===== src/rtl/ahb_lite_master.sv =====
// AHB-Lite burst master: turns one local command into a SINGLE or INCR burst on the bus,
// with checking of alignment, size and 1 KB crossing, ERROR handling and done/err reporting.
module ahb_lite_master #(
  parameter int unsigned DW = 32,
  parameter int unsigned AW = 32
) (
  input  logic          hclk,
  input  logic          hresetn,
  input  logic          cmd_valid,
  output logic          cmd_ready,
  input  logic          cmd_write,
  input  logic [AW-1:0] cmd_addr,
  input  logic [2:0]    cmd_size,
  input  logic [3:0]    cmd_len,
  input  logic [DW-1:0] wdata_in,
  output logic          wdata_req,
  output logic [DW-1:0] rdata_out,
  output logic          rdata_valid,
  output logic          done,
  output logic          err,
  output logic [AW-1:0] haddr,
  output logic [1:0]    htrans,
  output logic          hwrite,
  output logic [2:0]    hsize,
  output logic [2:0]    hburst,
  output logic [DW-1:0] hwdata,
  input  logic          hready,
  input  logic          hresp,
  input  logic [DW-1:0] hrdata
);

  localparam logic [1:0] HtIdle   = 2'b00;
  localparam logic [1:0] HtNonseq = 2'b10;
  localparam logic [1:0] HtSeq    = 2'b11;
  localparam logic [2:0] MaxSize  = (DW == 64) ? 3'd3 : 3'd2;

  typedef enum logic [1:0] {StIdle, StAddr, StLast, StErr} state_e;

  state_e        r_state;
  state_e        w_state_next;
  logic [AW-1:0] r_addr;
  logic          r_write;
  logic [2:0]    r_size;
  logic [2:0]    r_burst;
  logic [3:0]    r_beats_left;  // address phases still to issue after the current one
  logic          r_first;       // current address phase is the first beat (no data phase yet)
  logic [DW-1:0] r_hwdata;
  logic [DW-1:0] r_rdata;
  logic          r_rvalid;
  logic          r_done;
  logic          r_err;

  logic [AW-1:0] w_mask;
  logic [15:0]   w_span;
  logic          w_bad;
  logic          w_accept;
  logic          w_reject;
  logic          w_addr_done;
  logic          w_rd_done;
  logic          w_finish_ok;
  logic          w_finish_err;

  // Command legality: alignment, transfer size against the bus width, 1 KB crossing.
  assign w_mask = (AW'(1) << cmd_size) - AW'(1);
  assign w_span = {6'd0, cmd_addr[9:0]} + ((16'(cmd_len) + 16'd1) << cmd_size);
  assign w_bad  = ((cmd_addr & w_mask) != '0) || (cmd_size > MaxSize) || (w_span > 16'd1024);

  assign haddr       = r_addr;
  assign hwrite      = r_write;
  assign hsize       = r_size;
  assign hburst      = r_burst;
  assign hwdata      = r_hwdata;
  assign rdata_out   = r_rdata;
  assign rdata_valid = r_rvalid;
  assign done        = r_done;
  assign err         = r_err;

  // State register.
  always_ff @(posedge hclk or negedge hresetn) begin
    if (!hresetn) begin
      r_state <= StIdle;
    end else begin
      r_state <= w_state_next;
    end
  end

  // Next state, bus control outputs and datapath strobes.
  always_comb begin
    w_state_next = r_state;
    cmd_ready    = 1'b0;
    htrans       = HtIdle;
    wdata_req    = 1'b0;
    w_accept     = 1'b0;
    w_reject     = 1'b0;
    w_addr_done  = 1'b0;
    w_rd_done    = 1'b0;
    w_finish_ok  = 1'b0;
    w_finish_err = 1'b0;
    unique case (r_state)
      StIdle: begin
        // The cycle carrying done never accepts, so back-to-back commands get a gap.
        cmd_ready = ~r_done;
        if (cmd_valid && !r_done) begin
          if (w_bad) begin
            w_reject = 1'b1;
          end else begin
            w_accept     = 1'b1;
            w_state_next = StAddr;
          end
        end
      end
      StAddr: begin
        htrans = r_first ? HtNonseq : HtSeq;
        if (!r_first && hresp && !hready) begin
          w_state_next = StErr;
        end else if (hready) begin
          w_addr_done = 1'b1;
          wdata_req   = r_write;
          w_rd_done   = !r_first && !r_write;
          if (r_beats_left == 4'd0) begin
            w_state_next = StLast;
          end
        end
      end
      StLast: begin
        if (hresp && !hready) begin
          w_state_next = StErr;
        end else if (hready) begin
          w_rd_done    = !r_write;
          w_finish_ok  = 1'b1;
          w_state_next = StIdle;
        end
      end
      StErr: begin
        if (hready) begin
          w_finish_err = 1'b1;
          w_state_next = StIdle;
        end
      end
      default: w_state_next = StIdle;
    endcase
  end

  // Command capture, address stepping, write/read data and completion pulses.
  always_ff @(posedge hclk or negedge hresetn) begin
    if (!hresetn) begin
      r_addr       <= '0;
      r_write      <= 1'b0;
      r_size       <= 3'd0;
      r_burst      <= 3'd0;
      r_beats_left <= 4'd0;
      r_first      <= 1'b0;
      r_hwdata     <= '0;
      r_rdata      <= '0;
      r_rvalid     <= 1'b0;
      r_done       <= 1'b0;
      r_err        <= 1'b0;
    end else begin
      r_rvalid <= 1'b0;
      r_done   <= 1'b0;
      r_err    <= 1'b0;
      if (w_accept) begin
        r_addr       <= cmd_addr;
        r_write      <= cmd_write;
        r_size       <= cmd_size;
        r_burst      <= (cmd_len == 4'd0) ? 3'b000 : 3'b001;
        r_beats_left <= cmd_len;
        r_first      <= 1'b1;
      end
      if (w_reject || w_finish_err) begin
        r_done <= 1'b1;
        r_err  <= 1'b1;
      end
      if (w_finish_ok) begin
        r_done <= 1'b1;
      end
      if (w_addr_done) begin
        r_addr  <= r_addr + (AW'(1) << r_size);
        r_first <= 1'b0;
        if (r_beats_left != 4'd0) begin
          r_beats_left <= r_beats_left - 4'd1;
        end
        if (r_write) begin
          r_hwdata <= wdata_in;
        end
      end
      if (w_rd_done) begin
        r_rdata  <= hrdata;
        r_rvalid <= 1'b1;
      end
    end
  end

endmodule


===== config.mk =====
export PLATFORM = sky130hd
export DESIGN_NAME = ahb_lite_master
export DESIGN_NICKNAME = d
export VERILOG_FILES = /design/src/rtl/ahb_lite_master.sv
export SDC_FILE = /design/constraint.sdc
export NUM_CORES = 1
export LEC_CHECK = 0
export ABC_AREA = 1
export CAP_MARGIN = 5
export CORE_MARGIN = 2
export CORE_UTILIZATION = 48
export CTS_CLUSTER_DIAMETER = 200
export CTS_CLUSTER_SIZE = 24
export DETAILED_ROUTE_END_ITERATION = 8
export GPL_TIMING_DRIVEN = 0
export PLACE_DENSITY = 0.83
export SLEW_MARGIN = 25
export SYNTH_ARGS = -nofsm -noshare
export SYNTH_HDL_FRONTEND = slang
export SYNTH_SLANG_ARGS = --single-unit

===== constraint.sdc =====
create_clock -name hclk -period 4.2 [get_ports hclk]
set_input_delay 0.42 -clock hclk [delete_from_list [all_inputs] [get_ports hclk]]
set_output_delay 0.42 -clock hclk [all_outputs]
set_load 0.1 [all_outputs]

[After elaboration in Yosys (flattened, before gate mapping)]
Cells that the tools add are included.
Word-level totals
  word-level logic and storage cells: 93
  register bits after elaboration: 113
Cells by class
  order comparisons: 2
  equal/unequal tests: 7
  reductions and logical operators: 20
  $add $sub $neg: 5
  bitwise operators: 2
  mux-type cells: 42
  shift operators: 3
Operators with widths (count)
  32-bit two-way mux: 2
  1-bit by 3-bit << shifter with 32-bit output, first input constant: 2
  32-bit adder: 1
  32-bit AND: 1
  32-bit nonzero test: 1
  32-bit by 2-bit subtractor with 32-bit output, second input constant: 1
  1-bit two-way mux: 27
  10-bit by 16-bit adder with 16-bit output: 1
  16-bit by 11-bit greater-than comparator with 1-bit output, second input constant: 1
  2-bit two-way mux: 8
  5-bit by 3-bit << shifter with 16-bit output: 1
  4-bit two-way mux: 3
  4-bit zero test: 2
  2-bit case mux with 4 select lines: 1
  3-bit inequality test, second input constant: 2
  4-bit by 1-bit adder with 5-bit output, second input constant: 1
  1-bit logical AND: 5
  2-bit equality test, second input constant: 2
  1-bit zero test: 4
  2-bit inequality test, second input constant: 2
  4-bit AND reduction: 1
  4-bit nonzero test: 1
  4-bit by 1-bit subtractor with 4-bit output, second input constant: 1
  3-bit by 2-bit greater-than comparator with 1-bit output, second input constant: 1
  other kinds (7): 9

[Depth between registers and ports, before layout]
  word-level depth: 12
  mapped depth: 25

[Least setup slack after synthesis]
No wires, ideal clock.
  kind: register to output
  start: reg r_state[1]
  end: out wdata_req
  stages on the path, launching flop included: 8
  data arrival time: 3.207 ns
  path slack: 0.573 ns
  data required time: 3.780 ns
  cells stage by stage: dfrtp_1 > inv_1 > ha_1 > nand2_1 > inv_1 > nand2_1 > inv_1 > buf_1
On the way
  cells in the longest elaborated chain, start to end: 2
Ends and longest elaborated chain
  from (decl): RTL line 39  | state_e r_state;
  from (signal assigned): RTL line 81  | r_state <= StIdle;
  from (signal assigned): RTL line 83  | r_state <= w_state_next;
  2-bit by 1-bit equality test with 1-bit output: RTL line 99  | unique case (r_state)
  1-bit two-way mux: RTL line 99
  to (decl): RTL line 16  | output logic wdata_req,
Every way passes these cells.

[Worst setup path after layout]
Ends and elaborated chain as after synthesis.

==> results.yml <==
clock_tree:
  cts_tree: "done"
  cts_buffer_depth: 2
  clk_pin_slew_ns: 0.08
  clk_latency_ns: 0.36
  cts.htree.levels: 3
  cts_setup_buffers: 0
  cts_buffers: 9
  cts_resized: 0
  cts-root-buf: "clkbuf_16"
  numClockSinks: 111
  hold_buffers: 0
sta:
  slew_headroom_pct: 31.5
  fmax_mhz: 257
  holdWs_ns: 0.00756
  rsz0062_at_grt: "no"
  drv_slew: 0
  finalCriticalPeriod_ns: 3.89
  finalSetupViolCount: 0
  period_share_pct: 92.6
  fin_skew_ns: 0.00563
  hold_viol: 0
  worst_pin_slew_ns: 1.02
finish:
  utilization_pct: 69.8
  final_cells: 1333
  antenna_cells: 0
  nets: 1289
  area_growth_pct: 40.8
  layout-drive-gt1-share_pct: 3.98
synth:
  syn_area_um2: 6620
  synthMuxAreaShare_pct: 0.302
  synth_compound_area_share_pct: 7.43
  synthAdderAreaFrac_pct: 5.52
  synth_cells: 925
  seq_area_frac_synth_pct: 42.0
  synth_xor_area_share_pct: 2.78
  synth-simple-area-share_pct: 35.0
  synth_seq_cells: 111
  synth_top_family_by_area: "simple AND/OR/NAND/NOR gates"
  synth_area_per_cell_um2: 7.16
  synth_cell_type_count: 41
  ys.warnings.count: 0
global_route:
  grt_antenna_before_repair: 0
  grt_pass1_wl_um: 31400
  grt_pass1_vias: 6515
  grt_max_degree: 58
  grt-ovfl-total: 0
  track_usage_pct: 26.9
floorplanning:
  ios: 219
  die_w_um: 121
  die_h_um: 121
  fp-row-count: 42
  core_area_um2: 13300
  start_util_pct: 49.6
  dieArea_um2: 14700
worst_setup_path:
  rrSetupSlack_ns: 1.12
  required_ns: 3.78
  worstSetupStartpointType: "flip-flop"
  rr_endpoint: "haddr[22]$_DFFE_PN0P_"
  cp-end-kind: "primary output"
  crit_arrival_ns: 3.47
  worstPathMaxFanout: 10
  rr_startpoint: "hsize[0]$_DFFE_PN0P_"
  reg2reg_depth: 15
  critPathKind: "reg -> out"
detailed_routing:
  drtPass1Iterations: 5
  drtIter0Drc: 507
  drc_errors: 0
  wl_per_cell_um: 14.6
  avgViaCountPerCell: 5.11
  drtAntennaViolNets: 0
  wl_um: 19500
  vias: 6805
place:
  post-place-cells: 1317
  portBuffers: 214
  dp_hpwl_um: 15000
  place_congestion: 0.914
flow_run:
  drv_cap: 0
min_path:
  hp-class: "in -> async"
run_status:
  status: "complete, no violations"
## worst max-delay path by stage
stage	startpoint	end	depth (start not counted)
after floorplan	r_state[1]$_DFFE_PN0P_	wdata_req	7
after global placement	hresetn	rdata_out[19]$_DFFE_PN0P_	1
after detailed placement	cmd_len[0]	haddr[24]$_DFFE_PN0P_	18
after CTS	cmd_len[0]	haddr[24]$_DFFE_PN0P_	18
after global routing	cmd_len[0]	haddr[10]$_DFFE_PN0P_	25
final	r_state[1]$_DFFE_PN0P_	wdata_req	8
## final cells by class
cell class / count / area, um2
Tap cell: 176 / 220
Sequential cell: 111 / 2780
Multi-Input combinational cell: 704 / 3390
Clock buffer: 12 / 256
Timing Repair Buffer: 215 / 2170
Inverter: 82 / 310
Clock inverter: 4 / 38.8
Buffer: 29 / 153
Fill cell: 1155 / 4030
## synth_stat cells, drive strengths merged
| master | number | area (um2) |
|---|---|---|
| a21boi | 1 | 7.51 |
| conb | 1 | 3.75 |
| o21a | 1 | 7.51 |
| inv | 82 | 310 |
| o21ai | 56 | 288 |
| xor2 | 12 | 105 |
| clkbuf | 17 | 63.8 |
| o31ai | 4 | 30.0 |
| o211ai | 1 | 7.51 |
| nor4 | 4 | 25.0 |
| a221oi | 1 | 15.0 |
| nor3 | 23 | 115 |
| or2 | 3 | 18.8 |
| buf | 12 | 88.8 |
| xnor2 | 9 | 78.8 |
| and3 | 1 | 6.26 |
| mux2i | 2 | 20.0 |
| a211oi | 1 | 7.51 |
| fa | 2 | 40.0 |
| ha | 26 | 325 |
| nand2 | 414 | 1580 |
| nor2 | 51 | 204 |
| nand4 | 13 | 81.3 |
| nand3 | 54 | 288 |
| dfrtp | 111 | 2780 |
| o21bai | 1 | 7.51 |
| a31oi | 2 | 12.5 |
| a21oi | 18 | 93.8 |
| a21o | 2 | 15.0 |
## worst max-delay path, stage by stage (launching register included)
cell and delay [ns]:
dfrtp_1 0.42, inv_1 0.13, ha_1 0.25, nand2_1 0.22, inv_1 0.15, nand2_1 0.16, inv_1 0.21, buf_1 0.36
clkdlybuf4s50_1 1.21
## cells by family (layout without fill, tap and decap cells)
family / count (synthesis) / count (layout)
muxes: 2 / 2
xor gates and xnor gates: 21 / 21
adders and majority gates: 28 / 28
AOI/OAI and AO/OA: 88 / 88
buffers and inverters: 111 / 342
DFF: 111 / 111
and+or+nand+nor: 563 / 563
other: 1 / 2
## sequential cells by signal, summed over array words and instances, names as in the netlist
signal,flops
err,1
rdata_valid,1
hwdata,32
r_state,2
rdata_out,32
r_first,1
hburst,1
hsize,3
hwrite,1
haddr,32
r_beats_left,4
done,1
## per-layer routing
metal  wire, um  vias up  GRT usage [%]
met2       9180      262           43.9
met1       8290     3112           35.3
met3       1410       43           5.12
met5          0        -              0
li1           -     3388              -
met4        584        0           11.0
## layout by cell type (no fill, tap or decap), types with 3 or more instances in the layout
master	count
o21ai_0	39
nor3_1	22
ha_1	26
xor2_1	12
or2_2	3
nand2_1	411
clkbuf_16	9
clkdlybuf4s50_1	213
buf_6	4
clkbuf_1	18
nand4_1	13
o21ai_1	15
nor2_2	4
nand3_1	52
nor2_1	46
a21oi_1	17
dfrtp_1	111
inv_1	81
buf_4	5
o31ai_1	4
nor4_1	4
xnor2_1	9
## stage by stage
step	TNS (ns)	setup WS, ns	area, um2
floorplan	0	0.573	6620
global placement	-177.12	-1.60	8980
detailed placement	-1.55	-0.158	9010
CTS	0	0.195	9310
global route	0	0.0468	9320
finish	0	0.309	9320
Power is not shown: default switching activity piles up to over one toggle a cycle in this logic, so the estimate is an artifact.
